===== src/rtl/fadd_share_arbiter.sv =====
// Round-robin arbiter that time-shares one floating-point adder among N_REQ requesters.
// Optional statistics counters are enabled with `define FADD_ARB_STATS_EN.
module fadd_share_arbiter #(
    parameter int N_REQ = 4,
    parameter int IDX_W = 2
) (
    input  logic                  clk,
    input  logic                  reset,
    input  logic [N_REQ-1:0]      req_stb,
    input  logic [32*N_REQ-1:0]   req_a,
    input  logic [32*N_REQ-1:0]   req_b,
    output logic [N_REQ-1:0]      rsp_ready,
    output logic [31:0]           rsp_result,
    input  logic [N_REQ-1:0]      rsp_ack,
    output logic [IDX_W-1:0]      grant_idx,
    output logic                  busy,
    output logic                  adder_load,
    output logic [31:0]           adder_a,
    output logic [31:0]           adder_b,
    input  logic                  adder_ready,
    input  logic [31:0]           adder_result,
`ifdef FADD_ARB_STATS_EN
    output logic [31:0]           stat_grants,
    output logic [31:0]           stat_wait_cycles,
`endif
    output logic                  adder_ack
);

    localparam int SEL_W = (N_REQ > 1) ? $clog2(N_REQ) : 1;

    typedef enum logic [1:0] {
        S_IDLE,
        S_WAIT,
        S_DELIVER,
        S_RELEASE
    } state_t;

    state_t             r_state, w_state_nxt;
    logic [IDX_W-1:0]   r_rr_ptr, w_rr_ptr_nxt;
    logic [IDX_W-1:0]   r_grant_idx, w_grant_idx_nxt;
    logic [N_REQ-1:0]   r_rsp_ready, w_rsp_ready_nxt;
    logic [31:0]        r_rsp_result, w_rsp_result_nxt;
    logic [31:0]        r_adder_a, w_adder_a_nxt;
    logic [31:0]        r_adder_b, w_adder_b_nxt;
    logic               r_adder_load, w_adder_load_nxt;
    logic               r_adder_ack, w_adder_ack_nxt;
    logic               r_busy, w_busy_nxt;

    logic               w_found;
    logic [SEL_W-1:0]   w_k;
    logic [SEL_W-1:0]   w_grant_sel;
    logic [SEL_W-1:0]   w_gsel;
    logic [31:0]        w_sel_a, w_sel_b;
    logic [N_REQ-1:0]   w_onehot;
    logic               w_ack_hit;

    assign w_gsel    = SEL_W'(r_grant_idx);
    assign w_ack_hit = rsp_ack[w_gsel];

    // First pending requester at or above rr_ptr, wrapping modulo N_REQ.
    always_comb begin
        w_found     = 1'b0;
        w_grant_sel = '0;
        w_k         = '0;
        for (int unsigned i = 0; i < N_REQ; i++) begin
            w_k = SEL_W'((32'(r_rr_ptr) + i) % N_REQ);
            if (!w_found && req_stb[w_k]) begin
                w_found     = 1'b1;
                w_grant_sel = w_k;
            end
        end
    end

    always_comb begin
        w_sel_a = '0;
        w_sel_b = '0;
        for (int unsigned i = 0; i < N_REQ; i++) begin
            if (SEL_W'(i) == w_grant_sel) begin
                w_sel_a = req_a[i*32 +: 32];
                w_sel_b = req_b[i*32 +: 32];
            end
        end
    end

    // State and all output registers.
    always_ff @(posedge clk or negedge reset) begin
        if (!reset) begin
            r_state      <= S_IDLE;
            r_rr_ptr     <= '0;
            r_grant_idx  <= '0;
            r_rsp_ready  <= '0;
            r_rsp_result <= '0;
            r_adder_a    <= '0;
            r_adder_b    <= '0;
            r_adder_load <= 1'b0;
            r_adder_ack  <= 1'b0;
            r_busy       <= 1'b0;
        end else begin
            r_state      <= w_state_nxt;
            r_rr_ptr     <= w_rr_ptr_nxt;
            r_grant_idx  <= w_grant_idx_nxt;
            r_rsp_ready  <= w_rsp_ready_nxt;
            r_rsp_result <= w_rsp_result_nxt;
            r_adder_a    <= w_adder_a_nxt;
            r_adder_b    <= w_adder_b_nxt;
            r_adder_load <= w_adder_load_nxt;
            r_adder_ack  <= w_adder_ack_nxt;
            r_busy       <= w_busy_nxt;
        end
    end

    always_comb begin
        w_state_nxt = r_state;
        case (r_state)
            S_IDLE:    if (w_found)      w_state_nxt = S_WAIT;
            S_WAIT:    if (adder_ready)  w_state_nxt = S_DELIVER;
            S_DELIVER: if (w_ack_hit)    w_state_nxt = S_RELEASE;
            // Wait for the adder to drop ready so a stale result is never re-read.
            S_RELEASE: if (!adder_ready) w_state_nxt = S_IDLE;
            default:                     w_state_nxt = S_IDLE;
        endcase
    end

    always_comb begin
        w_rr_ptr_nxt     = r_rr_ptr;
        w_grant_idx_nxt  = r_grant_idx;
        w_rsp_ready_nxt  = r_rsp_ready;
        w_rsp_result_nxt = r_rsp_result;
        w_adder_a_nxt    = r_adder_a;
        w_adder_b_nxt    = r_adder_b;
        w_adder_load_nxt = 1'b0;
        w_adder_ack_nxt  = r_adder_ack;
        w_busy_nxt       = (w_state_nxt != S_IDLE);
        w_onehot         = '0;
        w_onehot[w_gsel] = 1'b1;
        case (r_state)
            S_IDLE: begin
                if (w_found) begin
                    w_grant_idx_nxt  = IDX_W'(w_grant_sel);
                    w_adder_a_nxt    = w_sel_a;
                    w_adder_b_nxt    = w_sel_b;
                    w_adder_load_nxt = 1'b1;
                    w_rr_ptr_nxt     = (w_grant_sel == SEL_W'(N_REQ - 1)) ?
                                       '0 : IDX_W'(w_grant_sel) + IDX_W'(1);
                end
            end
            S_WAIT: begin
                if (adder_ready) begin
                    w_rsp_result_nxt = adder_result;
                    w_rsp_ready_nxt  = w_onehot;
                    w_adder_ack_nxt  = 1'b1;
                end
            end
            S_DELIVER: begin
                if (w_ack_hit) begin
                    w_rsp_ready_nxt = '0;
                    w_adder_ack_nxt = 1'b0;
                end
            end
            default: ;
        endcase
    end

    assign rsp_ready  = r_rsp_ready;
    assign rsp_result = r_rsp_result;
    assign grant_idx  = r_grant_idx;
    assign busy       = r_busy;
    assign adder_load = r_adder_load;
    assign adder_a    = r_adder_a;
    assign adder_b    = r_adder_b;
    assign adder_ack  = r_adder_ack;

`ifdef FADD_ARB_STATS_EN
    logic [31:0] r_stat_grants, r_stat_wait_cycles;

    always_ff @(posedge clk or negedge reset) begin
        if (!reset) begin
            r_stat_grants      <= '0;
            r_stat_wait_cycles <= '0;
        end else begin
            if (r_state == S_DELIVER && w_ack_hit)
                r_stat_grants <= r_stat_grants + 32'd1;
            if (r_state == S_WAIT)
                r_stat_wait_cycles <= r_stat_wait_cycles + 32'd1;
        end
    end

    assign stat_grants      = r_stat_grants;
    assign stat_wait_cycles = r_stat_wait_cycles;
`endif

endmodule


===== config.mk =====
export PLATFORM = sky130hd
export DESIGN_NAME = fadd_share_arbiter
export DESIGN_NICKNAME = d
export VERILOG_FILES = /design/src/rtl/fadd_share_arbiter.sv
export SDC_FILE = /design/constraint.sdc
export NUM_CORES = 1
export LEC_CHECK = 0
export BUFFER_PORTS_ARGS = -buffer_cell sky130_fd_sc_hd__buf_2
export CAP_MARGIN = 20
export CORE_AREA = 2 2 157 159
export CTS_CLUSTER_DIAMETER = 120
export DETAILED_ROUTE_END_ITERATION = 7
export DIE_AREA = 0 0 159 161
export GPL_ROUTABILITY_DRIVEN = 1
export GPL_TIMING_DRIVEN = 0
export SYNTH_ARGS = -nofsm -noshare
export SYNTH_HDL_FRONTEND = slang
export SYNTH_SLANG_ARGS = --single-unit

===== constraint.sdc =====
create_clock -name clk -period 4.6 [get_ports clk]
set_input_delay 0.92 -clock clk [delete_from_list [all_inputs] [get_ports clk]]
set_output_delay 0.92 -clock clk [all_outputs]
set_load 0.01 [all_outputs]

==> metrics.md, run 1 <==
| Metric | Value |
|---|---|
| Status | `complete, no violations` |
| Setup Fix Bufs, Post-CTS | `0` |
| Fmax | `roughly 250 MHz` |
| Largest family of logic cells by synthesized area | `compound AO/OA/AOI/OAI gates` |
| Sink Count | `about 110` |
| # setup viols final | `0` |
| Area growth, synth to finish | `42.7%` |
| # DRC | `0` |
| Slew at the pin closest to its max-slew limit | `approximately 0.84 ns` |
| Post-Place Worst Slack | `0.126 ns` |
| Async SR Flop Fraction | `between 90% and 100%` |
| Die area | `25600 um^2` |
| Critical Path End Type | `flip-flop` |
| CTS max path bufs | `2` |
| Post-DP HPWL | `between 20 and 25 mm` |
| Yosys cell types | `38` |
| Post-synthesis mux area share | `~6.3%` |
| Synth Area in Adders | `less than 1%` |
| DR iter-0 viols | `460` |
| Nets | `approximately 1400` |
| Worst VDD drop | `approximately 0.00023 V` |
| Mapped Nets | `between 1000 and 1500` |
| Synth Register Bits | `between 100 and 150` |
| Die height | `roughly 160 um` |
| Largest net degree at the start of global routing | `61` |
| Total I/O pin count | `between 400 and 500` |
| Initial Utilization | `roughly 27%` |
| Share of the synthesized area in the top cell type | `a little over two fifths` |
| Gr ovfl total | `0` |
| Most frequent cell after synthesis | `a21oi_1` |
| First-pass GRT wire length | `43.2 mm` |
| Worst setup SP type | `primary input` |
| Final-report max-slew violation count | `0` |
| Avg Synthesized Cell Area | `8.94 um^2` |
| CTS Hold Bufs | `0` |
| Worst EP arrival | `4.29 ns` |
| Mapped Area | `6530 um^2` |
| Area occupied by multi-input gates | `around 3200 um^2` |
| Largest area contributor in the netlist | `dfrtp_1` |
| Routed Antenna Nets | `0` |
| Number of flops mapped to enable cells by yosys | `0` |
| Final WL | `between 20 and 30 mm` |
| Min cycle time layout | `around 4 ns` |
| Number of global-route vias before repair | `about 7500` |
| Worst R2R Path Depth | `10` |
| Synth Area in Compound Gates | `28.1%` |
| Hold-critical path depth | `1` |
| TNS Setup | `0 ns` |
| Maxcap violations | `0` |
| Rel. slew slack | `44.0%` |
| Average wire per standard cell | `between 15 and 20 um` |
| Critical Path RT | `between 4 and 5 ns` |
| Warnings, synthesis | `0` |
| Post-synthesis xor/xnor area fraction | `0%` |
| Initial antenna violation count | `10` |
| Finished Layout Cells | `between 1000 and 1500` |
| Placed Instances | `~1500` |
| Synth area leaders | `dfrtp_1 (42%), a21oi_1 (10%), a221o_1 (9.8%)` |
| # resized after CTS | `0` |
| Slack of the critical path | `around 0.59 ns` |
| PortBufs | `between 400 and 500` |
| Layout cells sized above 1 | `between 40 and 50%` |
| Placeable Area | `about 24000 um^2` |
| Final Cycle Share | `between 80 and 90%` |
| Final Hold Violating Endpoints | `0` |
| Mapped Cells | `730` |
| CTS Buf Count | `9` |
| Hold Crit Class | `reg2reg` |
| Post-Synth Simple-Gate Area | `between 10% and 20%` |
| Die width | `between 150 and 200 um` |
| CTS tree | `yes` |
| CP max FO | `10` |
| DR pass1 iterations | `5` |
| Predominant post-synthesis flop cell | `dfrtp_1` |
| Post-synth top cells | `a21oi_1 (131), dfrtp_1 (109), inv_1 (70), nand2_1 (70), nand3b_1 (66)` |
| CTS clock-pin slew for the worst setup and hold paths | `roughly 0.080 ns` |
| Max Clock Skew | `~0.014 ns` |
| Pwr/cell area | `~660 nW/um^2` |
| Vias | `7468` |
| Clock Tree Root | `clkbuf_16` |
| CTS H-tree lvls | `3` |
| Filler instances | `~2500` |
| Worst-Skew Late Latency | `0.36 ns` |
| Seq. cell area | `around 2700 um^2` |
| Routability cong. | `around 0.85` |
| LEAKAGE | `roughly 4.4 nW` |
| Register area share after synthesis | `41.8%` |
| All-layer global routing usage | `21.8%` |
| RSZ-0062 raised after global routing | `false` |
| Row count | `between 50 and 60` |
| DR vias/cell | `~5.0` |
| Crit path kind | `in2reg` |
==> metrics by stage <==
step / utilization [%] / hold WS (ns) / power (W) / area (um^2)
2_1_floorplan: - / 0.550 / 0.00397 / 6530
3_3_place_gp: 37.3 / 0.480 / 0.00531 / 8950
3_5_place_dp: 37.5 / 0.487 / 0.00536 / 8980
4_1_cts: 38.8 / 0.504 / 0.00621 / 9290
5_1_grt: 38.8 / 0.513 / 0.00663 / 9300
6_report: 38.9 / 0.505 / 0.00616 / 9310
==> cell type report <==
cell class	instances	area share, %
multi-input combinational	472	34.1
sequential	109	29.3
timing repair buffer	404	22.0
tap	324	4.35
buffer	78	3.87
inverter	71	2.86
clock buffer	9	2.42
clock inverter	7	0.927
antenna	7	0.188
==> cells by family (layout without fill, tap and decap cells) <==
family / after synthesis / in the layout
compound gates: 278 / 278
fa+ha+maj: 4 / 4
buf+inv: 149 / 569
flops: 109 / 109
mux: 37 / 37
other cells: 0 / 7
simple gates: 153 / 153
==> flip-flops by register name (all words and copies together) (netlist names) <==
register	count
adder_a	32
adder_ack	1
adder_b	32
adder_load	1
busy	1
grant_idx	2
r_rr_ptr	2
r_state	2
rsp_ready	4
rsp_result	32
==> cell usage in the layout (no fill, tap or decap), types with 7 or more instances in the layout <==
cell type / synthesis / layout
buf_2: 12 / 414
a21oi_1: 131 / 131
dfrtp_1: 109 / 109
nand2_1: 70 / 70
inv_1: 70 / 70
nand3b_1: 66 / 66
a221o_1: 64 / 64
a31oi_1: 64 / 64
clkbuf_1: 52 / 52
mux2_2: 35 / 35
clkbuf_16: 0 / 9
buf_6: 7 / 8
diode_2: 0 / 7
buf_1: 7 / 7
==> path summary, 6_finish.rpt <==
kind	to	from	slack, ns
worst max-delay path	adder_b[5]$_DFFE_PN0P_	req_stb[2]	0.59
worst min-delay path	rsp_result[27]$_DFFE_PN0P_	rsp_result[27]$_DFFE_PN0P_	0.50
worst max register to register	adder_b[5]$_DFFE_PN0P_	r_rr_ptr[1]$_DFFE_PN0P_	1.33
worst min register to register	rsp_result[27]$_DFFE_PN0P_	rsp_result[27]$_DFFE_PN0P_	0.50
max in group asynchronous	adder_a[12]$_DFFE_PN0P_	reset	3.41
min in group asynchronous	rsp_result[11]$_DFFE_PN0P_	reset	0.51
==> critical path, cell delays in order <==
cell and delay, ns:
buf_2 0.12, or4_1 0.50, buf_2 0.22, buf_6 0.19
buf_2 0.21, nand4_1 0.15, ha_1 0.18, clkbuf_1 0.57
clkbuf_1 0.58, a21oi_1 0.10, a221o_1 0.37, a31oi_1 0.17
==> power breakdown <==
group          switching [W]  internal, W
Clock               0.000430     0.000395
Sequential          0.000284      0.00146
Combinational        0.00206      0.00153
Total                0.00278      0.00338
==> layer usage <==
layer	vias to the layer above	track usage, %	wire, um
met5	-	0	41
met4	6	5.95	469
met3	34	6.09	2270
met2	343	39.3	14500
met1	3565	25.3	11500
li1	3520	-	-
Note: power is estimated with default switching activity, not from simulation.
==> run 2: changes to the inputs <==
--- a/config.mk
+++ b/config.mk
@@ -7,10 +7,10 @@
 export LEC_CHECK = 0
 export BUFFER_PORTS_ARGS = -buffer_cell sky130_fd_sc_hd__buf_2
 export CAP_MARGIN = 20
-export CORE_AREA = 2 2 157 159
+export CORE_AREA = 2 2 158 160
 export CTS_CLUSTER_DIAMETER = 120
 export DETAILED_ROUTE_END_ITERATION = 7
-export DIE_AREA = 0 0 159 161
+export DIE_AREA = 0 0 160 162
 export GPL_ROUTABILITY_DRIVEN = 1
 export GPL_TIMING_DRIVEN = 0
 export SYNTH_ARGS = -nofsm -noshare
==> constraint.sdc (replaced) <==
create_clock -name clk -period 4.2 [get_ports clk]
set_input_delay 0.84 -clock clk [delete_from_list [all_inputs] [get_ports clk]]
set_output_delay 0.84 -clock clk [all_outputs]
set_load 0.01 [all_outputs]
==> metrics.md, run 2 (synthesized netlist as in run 1, its figures left out) <==
| Metric | Value |
|---|---|
| Status | `complete, no violations (unchanged)` |
| Sink Count | `109 (unchanged)` |
| Worst EP arrival | `4.19 ns (was 4.29 ns)` |
| Worst VDD drop | `0.000258 V (was 0.000234 V)` |
| Commonest non-fill, non-tap cell in the layout | `buf_2 (unchanged)` |
| Placeable Area | `24100 um^2 (was 24000 um^2)` |
| Worst setup SP type | `primary input (unchanged)` |
| Critical Path End Type | `flip-flop (unchanged)` |
| Final-report max-slew violation count | `0 (unchanged)` |
| CTS clock-pin slew for the worst setup and hold paths | `0.09 ns (was 0.08 ns)` |
| Maxcap violations | `0 (unchanged)` |
| Worst R2R Path Depth | `10 (unchanged)` |
| Largest net degree at the start of global routing | `64 (was 61)` |
| Row count | `57 (unchanged)` |
| CTS max path bufs | `2 (unchanged)` |
| PnR Total Power | `0.00677 W (was 0.00616 W)` |
| PortBufs | `403 (unchanged)` |
| DR pass1 iterations | `6 (was 5)` |
| Clock Tree Root | `clkbuf_16 (unchanged)` |
| Min cycle time layout | `3.92 ns` |
| Total I/O pin count | `404 (unchanged)` |
| TNS Setup | `0 ns (unchanged)` |
| Pwr/cell area | `727 nW/um^2 (was 662 nW/um^2)` |
| DR iter-0 viols | `410 (was 460)` |
| Crit path kind | `in2reg (unchanged)` |
| Max Clock Skew | `0.0127 ns (was 0.0137 ns)` |
| Initial antenna violation count | `6 (was 10)` |
| Fmax | `~260 MHz` |
| Placed Instances | `1458 (unchanged)` |
| # DRC | `0 (unchanged)` |
| First-pass GRT wire length | `44.0 mm (was 43.2 mm)` |
| R2R Setup Slk | `0.88 ns (was 1.33 ns)` |
| CTS H-tree lvls | `3 (unchanged)` |
| Hold Crit Class | `in2async (was reg2reg)` |
| LEAKAGE | `4.42 nW (about the same)` |
| Routed Antenna Nets | `0 (unchanged)` |
| Most frequent cells in the layout | `buf_2 (414), a21oi_1 (131), dfrtp_1 (109) (unchanged)` |
| Crit-path cells | `buf_2, or4_1, buf_2, buf_6, buf_2, nand4_1, ha_1, clkdlybuf4s15_1, clkbuf_1, a21oi_1, a221o_1, a31oi_1 (was buf_2, or4_1, buf_2, buf_6, buf_2, nand4_1, ha_1, clkbuf_1, clkbuf_1, a21oi_1, a221o_1, a31oi_1)` |
| Post-DP HPWL | `23.2 mm (was 22.3 mm)` |
| Routability cong. | `0.892 (was 0.854)` |
| Rel. slew slack | `45.7% (was 44.0%)` |
| Final WL | `29.6 mm (was 28.8 mm)` |
| Gr ovfl total | `0 (unchanged)` |
| Average wire per standard cell | `20.0 um (was 19.4 um)` |
| Fin Hold WS | `0.399 ns (was 0.505 ns)` |
| CP max FO | `10 (unchanged)` |
| Critical path launch point | `req_stb[2] (unchanged)` |
| Die area | `25900 um^2 (was 25600 um^2)` |
| Critical Path RT | `4.48 ns (was 4.88 ns)` |
| CTS Buf Count | `9 (unchanged)` |
| RSZ-0062 raised after global routing | `false (unchanged)` |
| Die height | `162 um (was 161 um)` |
| Setup Fix Bufs, Post-CTS | `0 (unchanged)` |
| Final Cycle Share | `93.2%` |
| Die width | `160 um (was 159 um)` |
| Finished Layout Cells | `1478 (was 1481)` |
| Cell mode on critical path | `buf_2 (unchanged)` |
| # setup viols final | `0 (unchanged)` |
| RR Startpoint | `r_rr_ptr[1]$_DFFE_PN0P_ (unchanged)` |
| Initial Utilization | `27.1% (was 27.2%)` |
| Number of global-route vias before repair | `7668 (was 7510)` |
| CTS tree | `yes (unchanged)` |
| Nets | `1448 (unchanged)` |
| Area growth, synth to finish | `42.6% (was 42.7%)` |
| Slowest stage cell on the critical path | `clkdlybuf4s15_1 (was clkbuf_1)` |
| Vias | `7478 (was 7468)` |
| All-layer global routing usage | `22.2% (was 21.8%)` |
| Worst-Skew Late Latency | `0.36 ns (about the same)` |
| Slew at the pin closest to its max-slew limit | `0.815 ns (was 0.840 ns)` |
| Filler instances | `2595 (was 2547)` |
| DR vias/cell | `5.06 (was 5.04)` |
| Max stage delay on crit path | `0.63 ns (was 0.58 ns)` |
| Layout cells sized above 1 | `41.6% (was 41.5%)` |
| Final Hold Violating Endpoints | `0 (unchanged)` |
-- run 2: path summary, 6_finish.rpt --
check | to
max in group asynchronous | adder_b[25]$_DFFE_PN0P_
setup / recovery | adder_b[17]$_DFFE_PN0P_
min in group clk | rsp_result[13]$_DFFE_PN0P_
setup reg to reg | adder_b[5]$_DFFE_PN0P_
hold reg to reg | rsp_result[13]$_DFFE_PN0P_
hold / removal | adder_b[3]$_DFFE_PN0P_
-- run 2: report_power, final --
group | total (W) | switching, W | internal, W | leakage, nW
Clock | 0.000906 | 0.000475 | 0.000431 | 0.152
Sequential | 0.00190 | 0.000307 | 0.00160 | 1.26
Combinational | 0.00396 | 0.00228 | 0.00168 | 3.01
-- run 2: repair_timing --
action,CTS,global route
resized for setup,0,4
hold buffers,0,0
endpoints found under the setup margin,0,2
-- run 2: metal layers --
| metal | routed length [um] | GRT usage [%] | share of wire [%] |
|---|---|---|---|
| met1 | 11900 | 25.6 | 40 |
| met2 | 14800 | 40.5 | 50 |
| met3 | 2250 | 5.82 | 7.6 |
| met4 | 593 | 6.59 | 2.0 |
| met5 | 27 | 0 | 0.091 |
-- run 2: area by class of cell --
type / count / area, um^2 / share of cell area, %
multi-input cells: 472 / 3170 / 34.1
flip-flops and latches: 109 / 2730 / 29.3
repair buffers: 404 / 2050 / 22.0
well taps: 324 / 405 / 4.35
plain buffers: 78 / 368 / 3.95
inverters: 71 / 267 / 2.86
clock buffers: 9 / 225 / 2.42
clock inverters: 7 / 83.8 / 0.901
diodes: 4 / 10.0 / 0.108
-- run 2: critical path: cells and delay by family --
kind	cells	cell delay [ns]
compound gates	3	0.64
fa+ha+maj	1	0.19
buf+inv	6	1.87
simple gates	2	0.65
-- run 2: per-stage QoR --
| step | setup WS, ns | instance area [um^2] | util (%) |
|---|---|---|---|
| after floorplan | 0.992 | 6530 | - |
| after detailed placement | -0.244 | 8980 | 37.3 |
| after global routing | 0.0765 | 9300 | 38.6 |
| final | 0.285 | 9310 | 38.6 |
| after global placement | -0.213 | 8950 | 37.1 |
| after CTS | 0.126 | 9290 | 38.5 |
